$ cat config.mk
export PLATFORM = sky130hd
export DESIGN_NAME = raster_csr_bank
export DESIGN_NICKNAME = d
export VERILOG_FILES = /design/src/rtl/raster_types.sv /design/src/rtl/VX_rr_arbiter.sv /design/src/rtl/raster_csr_bank.sv
export SDC_FILE = /design/constraint.sdc
export NUM_CORES = 2
export LEC_CHECK = 0
export CORE_AREA = 8 8 238 297
export DETAILED_ROUTE_END_ITERATION = 10
export DIE_AREA = 0 0 246 305
export PLACE_DENSITY = 0.79
export SLEW_MARGIN = 25
export SYNTH_ARGS = -nofsm -noshare
export SYNTH_HDL_FRONTEND = slang
export SYNTH_SLANG_ARGS = --single-unit
$ cat constraint.sdc
create_clock -name clk -period 43.4 [get_ports clk]
set_clock_uncertainty 0.1 [all_clocks]
set_input_delay 8.68 -clock clk [delete_from_list [all_inputs] [get_ports clk]]
set_output_delay 8.68 -clock clk [all_outputs]
set_load 0.02 [all_outputs]
$ cat src/rtl/raster_types.sv
// Shared types for the raster CSR bank.
// Holds the CSR parameter struct, the CSR field indices and the per-slot state enum.
package raster_types;

    typedef struct packed {
        logic [31:0] pidx_addr;
        logic [31:0] pidx_size;
        logic [31:0] pbuf_addr;
        logic [31:0] pbuf_stride;
        logic [15:0] tile_left;
        logic [15:0] tile_top;
        logic [15:0] tile_width;
        logic [15:0] tile_height;
    } raster_csrs_t;

    localparam logic [2:0] CsrPidxAddr   = 3'd0;
    localparam logic [2:0] CsrPidxSize   = 3'd1;
    localparam logic [2:0] CsrPbufAddr   = 3'd2;
    localparam logic [2:0] CsrPbufStride = 3'd3;
    localparam logic [2:0] CsrTileLeft   = 3'd4;
    localparam logic [2:0] CsrTileTop    = 3'd5;
    localparam logic [2:0] CsrTileWidth  = 3'd6;
    localparam logic [2:0] CsrTileHeight = 3'd7;

    typedef enum logic [1:0] {
        SlotIdle    = 2'd0,
        SlotPending = 2'd1,
        SlotIssued  = 2'd2
    } slot_state_t;

endpackage

$ cat src/rtl/VX_rr_arbiter.sv
// Round-robin arbiter.
// Ports:
//   clk, reset   clock and asynchronous active-high reset
//   requests     one request bit per requester
//   grant_take   the current grant is consumed this cycle; advances the pointer
//   grant_valid  at least one request is present
//   grant_index  index of the granted requester
// The search starts at the requester after the last consumed grant.
module VX_rr_arbiter #(
    parameter int unsigned NUM_REQS = 2,
    parameter int unsigned IDX_BITS = (NUM_REQS > 1) ? $clog2(NUM_REQS) : 1
) (
    input  logic                clk,
    input  logic                reset,
    input  logic [NUM_REQS-1:0] requests,
    input  logic                grant_take,
    output logic                grant_valid,
    output logic [IDX_BITS-1:0] grant_index
);

    logic [IDX_BITS-1:0] ptr_q;
    logic [31:0]         cand;

    always_comb begin
        grant_valid = 1'b0;
        grant_index = '0;
        cand        = '0;
        for (int unsigned i = 0; i < NUM_REQS; i++) begin
            cand = 32'(ptr_q) + i;
            if (cand >= NUM_REQS) begin
                cand = cand - NUM_REQS;
            end
            if (!grant_valid && requests[IDX_BITS'(cand)]) begin
                grant_valid = 1'b1;
                grant_index = IDX_BITS'(cand);
            end
        end
    end

    always_ff @(posedge clk or posedge reset) begin
        if (reset) begin
            ptr_q <= '0;
        end else if (grant_take && grant_valid) begin
            ptr_q <= (32'(grant_index) == NUM_REQS - 1) ? '0 : grant_index + 1'b1;
        end
    end

endmodule

$ cat src/rtl/raster_csr_bank.sv
// Multi-slot double-buffered CSR bank for the raster unit.
// Software writes per-slot shadow registers and commits a slot; the commit snapshots the
// shadow set into the active set and the slot is issued as a job, round-robin among
// pending slots.
// Ports:
//   clk, reset                     clock and asynchronous active-high reset
//   csr_wr_*                       shadow register write (slot, field index, data)
//   commit_valid/slot/ready        commit request; ready is combinational (slot IDLE)
//   job_valid/ready/slot/csrs      registered job output, valid/ready handshake
//   done_valid/slot                job completion from the consumer
//   slot_busy                      per-slot not-IDLE flags
//   err                            sticky flag: done for a slot that was not ISSUED
module raster_csr_bank
    import raster_types::*;
#(
    parameter int unsigned NUM_SLOTS  = 2,
    parameter int unsigned COORD_BITS = 16,
    parameter int unsigned SLOT_BITS  = (NUM_SLOTS > 1) ? $clog2(NUM_SLOTS) : 1
) (
    input  logic                 clk,
    input  logic                 reset,
    input  logic                 csr_wr_valid,
    input  logic [SLOT_BITS-1:0] csr_wr_slot,
    input  logic [2:0]           csr_wr_idx,
    input  logic [31:0]          csr_wr_data,
    input  logic                 commit_valid,
    input  logic [SLOT_BITS-1:0] commit_slot,
    output logic                 commit_ready,
    output logic                 job_valid,
    input  logic                 job_ready,
    output logic [SLOT_BITS-1:0] job_slot,
    output raster_csrs_t         job_csrs,
    input  logic                 done_valid,
    input  logic [SLOT_BITS-1:0] done_slot,
    output logic [NUM_SLOTS-1:0] slot_busy,
    output logic                 err
);

    localparam logic [15:0] CoordMask = 16'((33'd1 << COORD_BITS) - 33'd1);

    raster_csrs_t shadow_q [NUM_SLOTS];
    raster_csrs_t shadow_d [NUM_SLOTS];
    raster_csrs_t active_q [NUM_SLOTS];
    raster_csrs_t active_d [NUM_SLOTS];
    slot_state_t  state_q  [NUM_SLOTS];
    slot_state_t  state_d  [NUM_SLOTS];
    logic         err_q, err_d;

    logic                 job_valid_q, job_valid_d;
    logic [SLOT_BITS-1:0] job_slot_q, job_slot_d;
    raster_csrs_t         job_csrs_q, job_csrs_d;

    logic                 commit_fire, commit_nonzero, handshake, out_load;
    logic [NUM_SLOTS-1:0] requests;
    logic                 grant_valid;
    logic [SLOT_BITS-1:0] grant_index;
    logic [15:0]          coord_data;

    function automatic logic slot_ok(logic [SLOT_BITS-1:0] s);
        return 32'(s) < NUM_SLOTS;
    endfunction

    assign commit_ready   = slot_ok(commit_slot) && (state_q[commit_slot] == SlotIdle);
    assign commit_fire    = commit_valid && commit_ready;
    // Judged on the pre-write shadow, the same copy the snapshot takes.
    assign commit_nonzero = (shadow_q[commit_slot].tile_width != '0) &&
                            (shadow_q[commit_slot].tile_height != '0);
    assign handshake      = job_valid_q && job_ready;
    // The output stage reloads when empty or when its job is being taken.
    assign out_load       = !job_valid_q || job_ready;
    assign coord_data     = csr_wr_data[15:0] & CoordMask;

    // A slot committed this cycle requests immediately so its job appears next cycle;
    // the slot currently on the output is excluded so it is never granted twice.
    always_comb begin
        requests = '0;
        for (int unsigned s = 0; s < NUM_SLOTS; s++) begin
            requests[s] = ((state_q[s] == SlotPending) &&
                           !(job_valid_q && (job_slot_q == SLOT_BITS'(s)))) ||
                          (commit_fire && commit_nonzero && (commit_slot == SLOT_BITS'(s)));
        end
    end

    VX_rr_arbiter #(
        .NUM_REQS (NUM_SLOTS),
        .IDX_BITS (SLOT_BITS)
    ) u_arb (
        .clk         (clk),
        .reset       (reset),
        .requests    (requests),
        .grant_take  (out_load),
        .grant_valid (grant_valid),
        .grant_index (grant_index)
    );

    always_comb begin
        shadow_d    = shadow_q;
        active_d    = active_q;
        state_d     = state_q;
        err_d       = err_q;
        job_valid_d = job_valid_q;
        job_slot_d  = job_slot_q;
        job_csrs_d  = job_csrs_q;

        if (csr_wr_valid && slot_ok(csr_wr_slot)) begin
            unique case (csr_wr_idx)
                CsrPidxAddr:   shadow_d[csr_wr_slot].pidx_addr   = csr_wr_data;
                CsrPidxSize:   shadow_d[csr_wr_slot].pidx_size   = csr_wr_data;
                CsrPbufAddr:   shadow_d[csr_wr_slot].pbuf_addr   = csr_wr_data;
                CsrPbufStride: shadow_d[csr_wr_slot].pbuf_stride = csr_wr_data;
                CsrTileLeft:   shadow_d[csr_wr_slot].tile_left   = coord_data;
                CsrTileTop:    shadow_d[csr_wr_slot].tile_top    = coord_data;
                CsrTileWidth:  shadow_d[csr_wr_slot].tile_width  = coord_data;
                CsrTileHeight: shadow_d[csr_wr_slot].tile_height = coord_data;
                default:       ;
            endcase
        end

        if (commit_fire) begin
            active_d[commit_slot] = shadow_q[commit_slot];
            if (commit_nonzero) begin
                state_d[commit_slot] = SlotPending;
            end
        end

        if (handshake) begin
            state_d[job_slot_q] = SlotIssued;
        end

        if (done_valid) begin
            if (slot_ok(done_slot) && (state_q[done_slot] == SlotIssued)) begin
                state_d[done_slot] = SlotIdle;
            end else begin
                err_d = 1'b1;
            end
        end

        if (out_load) begin
            job_valid_d = grant_valid;
            if (grant_valid) begin
                job_slot_d = grant_index;
                job_csrs_d = active_d[grant_index];
            end
        end
    end

    always_ff @(posedge clk or posedge reset) begin
        if (reset) begin
            for (int unsigned s = 0; s < NUM_SLOTS; s++) begin
                shadow_q[s] <= '0;
                active_q[s] <= '0;
                state_q[s]  <= SlotIdle;
            end
            err_q       <= 1'b0;
            job_valid_q <= 1'b0;
            job_slot_q  <= '0;
            job_csrs_q  <= '0;
        end else begin
            shadow_q    <= shadow_d;
            active_q    <= active_d;
            state_q     <= state_d;
            err_q       <= err_d;
            job_valid_q <= job_valid_d;
            job_slot_q  <= job_slot_d;
            job_csrs_q  <= job_csrs_d;
        end
    end

    always_comb begin
        slot_busy = '0;
        for (int unsigned s = 0; s < NUM_SLOTS; s++) begin
            slot_busy[s] = (state_q[s] != SlotIdle);
        end
    end

    assign job_valid = job_valid_q;
    assign job_slot  = job_slot_q;
    assign job_csrs  = job_csrs_q;
    assign err       = err_q;

endmodule

## Word-level counts from Yosys, hierarchy flattened

Index checks and enable logic that the tools add are counted.

| word-level totals | value |
|---|---|
| register bits | 968 |
| input port bits | 44 |
| output and inout bits | 198 |
| logic and storage cells | 183 |

| cells by class | value |
|---|---|
| add/sub/neg operators | 4 |
| $lt $le $gt $ge | 13 |
| eq/ne operators | 10 |
| multiplexer cells | 63 |
| bitwise operators | 16 |
| reduce and logical (&&, ||, !) cells | 31 |

Operator list:

| operator | number |
|---|---|
| 384-bit bitwise mux | 9 |
| 384-bit one-hot mux with 8 select lines | 1 |
| 192-bit demux with 1-bit select | 9 |
| 192-bit two-way mux | 8 |
| 384-bit two-way mux | 1 |
| 160-bit two-way mux | 1 |
| 128-bit two-way mux | 1 |
| 96-bit two-way mux | 1 |
| 64-bit two-way mux | 1 |
| 48-bit two-way mux | 1 |
| 32-bit two-way mux | 1 |
| 16-bit nonzero test | 2 |
| 4-bit two-way mux | 5 |
| 2-bit two-way mux | 9 |
| 1-bit logical AND | 16 |
| 16-bit two-way mux | 1 |
| 3-bit == test, second input constant | 4 |
| 2-bit >= comparator, second input constant | 6 |
| 1-bit two-way mux | 11 |
| 1-bit NOT with 2-bit output | 5 |
| 2-bit by 1-bit less-than comparator with 1-bit output, second input constant | 4 |
| 2-bit demux with 1-bit select | 3 |
| 3-bit by 2-bit == test with 1-bit output, second input constant | 2 |
| 2-bit bitwise AND | 2 |
| other kinds (19) | 33 |

## Longest topological paths before layout

| logic depth | value |
|---|---|
| word-level depth | 19 |
| gate-level depth with buffers | 11 |
| gate-level depth less buffers | 6 |

## Hierarchy

Synthesis repeated with hierarchy kept, for this count alone.

| unflattened totals | value |
|---|---|
| cell total of the unflattened synthesis | 2438 |
| area, all modules | 38366.8 um^2 |

By module, submodules not included:

| module | times used | cells each | area each (um^2) | sequential area each (um^2) |
|---|---|---|---|---|
| raster_csr_bank | 1 | 2431 | 38309.2 | 24198.2 |
| VX_rr_arbiter | 1 | 7 | 57.6 | 25.0 |

## Worst setup path before layout

No wires, ideal clock.

| path | value |
|---|---|
| kind | input -> output |
| from | input commit_slot |
| to | output commit_ready |
| data arrival time | 9.848 ns |
| required time | 34.620 ns |
| slack | 24.772 ns |
| stages on the path | 5 |
| buffers on the path | 4 |
| cells stage by stage | buf_4 -> buf_2 -> buf_1 -> clkbuf_1 -> o21ai_0 |

| on the way | value |
|---|---|
| word-level cells in the longest chain between the ends | 5 |

Ends and longest elaborated chain:

| item | line | source |
|---|---|---|
| start, declared | raster_csr_bank.sv:27 | `input logic [SLOT_BITS-1:0] commit_slot,` |
| 1-bit NOT with 2-bit output (implied by the code) | raster_csr_bank.sv:63 | `assign commit_ready = slot_ok(commit_slot) && (state_q[commit_slot] == SlotIdle);` |
| 2-bit two-way mux (implied by the code) (3 in series) | raster_csr_bank.sv:63 |  |
| 2-bit logical NOT | raster_csr_bank.sv:63 |  |
| end, declared | raster_csr_bank.sv:28 | `output logic commit_ready,` |

Every way passes these cells. The select of a mux whose other input is x is not followed.

## Worst setup path after layout

Same ends and word-level chain as after synthesis.

==> results.tsv <==
metric	value	unit
path_cells	buf_2 -> buf_4 -> nand2_1 -> o21ai_0 -> clkdlybuf4s50_1	
utilization	67.4	%
fin_tns_setup	0	ps
hold_path_depth	2	
start_util	58.0	%
status	finished, final reports clean	
die_w	246	um
preCtsSetupSlack	24420	ps
syn_nets	3283	
power_leakage	20.8	nW
ctsResizeCount	0	
die_h	305	um
coreArea	66200	um2
layout-drive-gt1-share	19.2	%
fin_crit	18970	ps
layoutNonFillerInstCount	4308	
hold_slack	358	ps
root_buffer	clkbuf_16	
hp-class	reg -> reg	
sequentialPowerShare	42.9	%
yosysWarningCount	0	
dr.first_iter.drc_count	2484	
syn_area	38400	um2
overflow	0	
arrival	10190	ps
clkPwrFrac	24.6	%
synth.top_cell.area_share	63.1	%
cap_violations	0	
grt_pass1_wl	168000	um
num_antenna_cells	0	
syn_inst	3239	
max_freq	52.7	MHz
hold_viol_final	0	
antenna_found_initial	3	
path_class	in -> out	
crit_path_start_kind	primary input	
maxSlewViolCount	0	
timing.final.ws_setup	24430	ps
rows	106	
p_sw	1.14	mW
grt_use_total	28.6	%
cts_buffers	90	
route.detailed.drc	0	
crit_path_end_kind	output pin	
vias	26903	
routed_wl	108000	um
slowest_stage	clkdlybuf4s50_1	
worstMarginPinSlew	1260	ps
syn2layout_area_growth	16.1	%
power.density	74.0	nW/um2
avgSynthCellArea	11.9	um2
grt_max_degree	195	
cts_hold_buf	0	
cts_buffer_depth	3	
intPower	2.16	mW
dpl.cell_count	4143	
synth_cell_type_count	44	
via_per_inst	6.24	
synth-edff-count	0	
firstDrtPassIters	8	
cts_tree	built	
cts.clk_slew.worst_paths	60	ps
required	34620	ps
nNetsFinal	3417	
die-area	75000	um2
gp_congestion	0.851	
io_buffers	241	
postRouteAntennaNets	0	
peakVddDrop	0.0000946	V
path_max_fanout	82	
cts.sinks	968	
synth_largest_area_cell	dfrtp_1	
worstSkewPairLatency	650	ps
synthFlopType	dfrtp_1	
io_pins	242	
cp_slowest_stage_delay	640	ps
r2r_cells	8	
grt_pass1_vias	28419	
comb_power_share	32.5	%
rsz0062_at_grt	false	
ys_seq_elements	968	
min_period_over_period	43.7	%
yosysSeqAreaShare	63.1	%
relSlewSlack	15.7	%
cts.htree.levels	3	
p_sw_share	34.7	%
drt-wirelength-per-cell	25.0	um
post_cts_buffers	0	
place_hpwl	62400	um
final-setup-viol-count	0	
async_reset_ff_share	100	%
synth_area_leaders	dfrtp_1 63%, mux2_2 13%, nand2_1 9.0%, a221o_1 5.0%, nor3_1 2.2%	
==> power by group through the flow <==
stage	Clock [mW]	Combinational [mW]	Sequential [mW]
after floorplan	0	0.627	1.45
after global placement	0	1.02	1.40
after detailed placement	0	1.06	1.42
after CTS	0.819	1.07	1.41
after global routing	0.855	1.16	1.44
final	0.811	1.07	1.42
==> final timing paths <==
kind,from,end,slack [ps]
max,commit_slot,commit_ready,24430
min,active_q[16]$_DFF_PP0_,active_q[16]$_DFF_PP0_,360
max reg2reg,register,job_csrs[129]$_DFFE_PP0P_,38460
min reg2reg,active_q[16]$_DFF_PP0_,active_q[16]$_DFF_PP0_,360
max in group asynchronous,reset,async pin,31280
min in group asynchronous,reset,async pin,8350
==> through the flow <==
step                      power [mW]  instance area (um2)
after detailed placement        2.48                41500
after CTS                       3.30                44500
after global placement          2.42                41300
after floorplan                 2.08                38400
after global routing            3.46                44600
final                           3.30                44600
==> cell type report <==
class / instances / area (um2)
Multi-Input combinational cell: 2018 / 13300
Clock buffer: 125 / 2590
Clock inverter: 38 / 453
Sequential cell: 968 / 24200
Fill cell: 4651 / 21600
Inverter: 5 / 26.3
Tap cell: 864 / 1080
Timing Repair Buffer: 290 / 2960
==> worst max-delay path, delay by kind of cell <==
family / cells / cell delay (ps)
compound gates: 1 / 110
buf+inv: 3 / 1270
simple gates: 1 / 120
==> metal layers <==
layer / up-vias / share of wire, % / track usage [%]
li1: 11502 / - / -
met1: 13988 / 39 / 37.2
met2: 1172 / 48 / 46.5
met3: 241 / 8.0 / 5.31
met4: 0 / 4.7 / 13.2
met5: - / 0 / 0
==> logic make-up (layout without fill, tap and decap cells) <==
family | after synthesis | count (layout) | synth area share, %
and+or+nand+nor | 1258 | 1258 | 14.0
buffers and inverters | 253 | 458 | 2.75
DFF | 968 | 968 | 63.1
muxes | 459 | 459 | 13.5
AOI/OAI and AO/OA | 301 | 301 | 6.73
==> cells in the final DEF, fill, tap and decap left out, types with 3 or more instances in the layout <==
cell,n
a21o_1,3
a21oi_1,4
a221o_1,192
a31oi_1,8
a32o_1,6
and4_1,32
buf_12,5
buf_16,5
buf_2,4
buf_4,28
buf_6,11
bufinv_16,8
clkbuf_1,17
clkbuf_16,92
clkbuf_8,16
clkdlybuf4s50_1,237
clkinv_2,22
clkinvlp_4,3
dfrtp_1,968
inv_1,4
mux2_1,23
mux2_2,436
nand2_1,916
nand2b_1,4
nand3_1,34
nand3b_1,35
nand4_1,3
nor2_1,31
nor2b_1,4
nor3_1,167
nor4_1,12
o21ai_0,75
==> cells in the mapped netlist, types with 3 or more instances <==
cell type  number
a21o_1          3
a21oi_1         4
a221o_1       192
a31oi_1         8
a32o_1          6
and4_1         32
buf_1          10
buf_2          25
buf_4          20
clkbuf_1      193
dfrtp_1       968
inv_1           5
mux2_1         23
mux2_2        436
nand2_1       917
nand2b_1        5
nand3_1        36
nand3b_1       35
nand4_1         3
nor2_1         33
nor2b_1         5
nor3_1        169
nor4_1         13
o21ai_0        75
(Power assumes the default switching activity.)
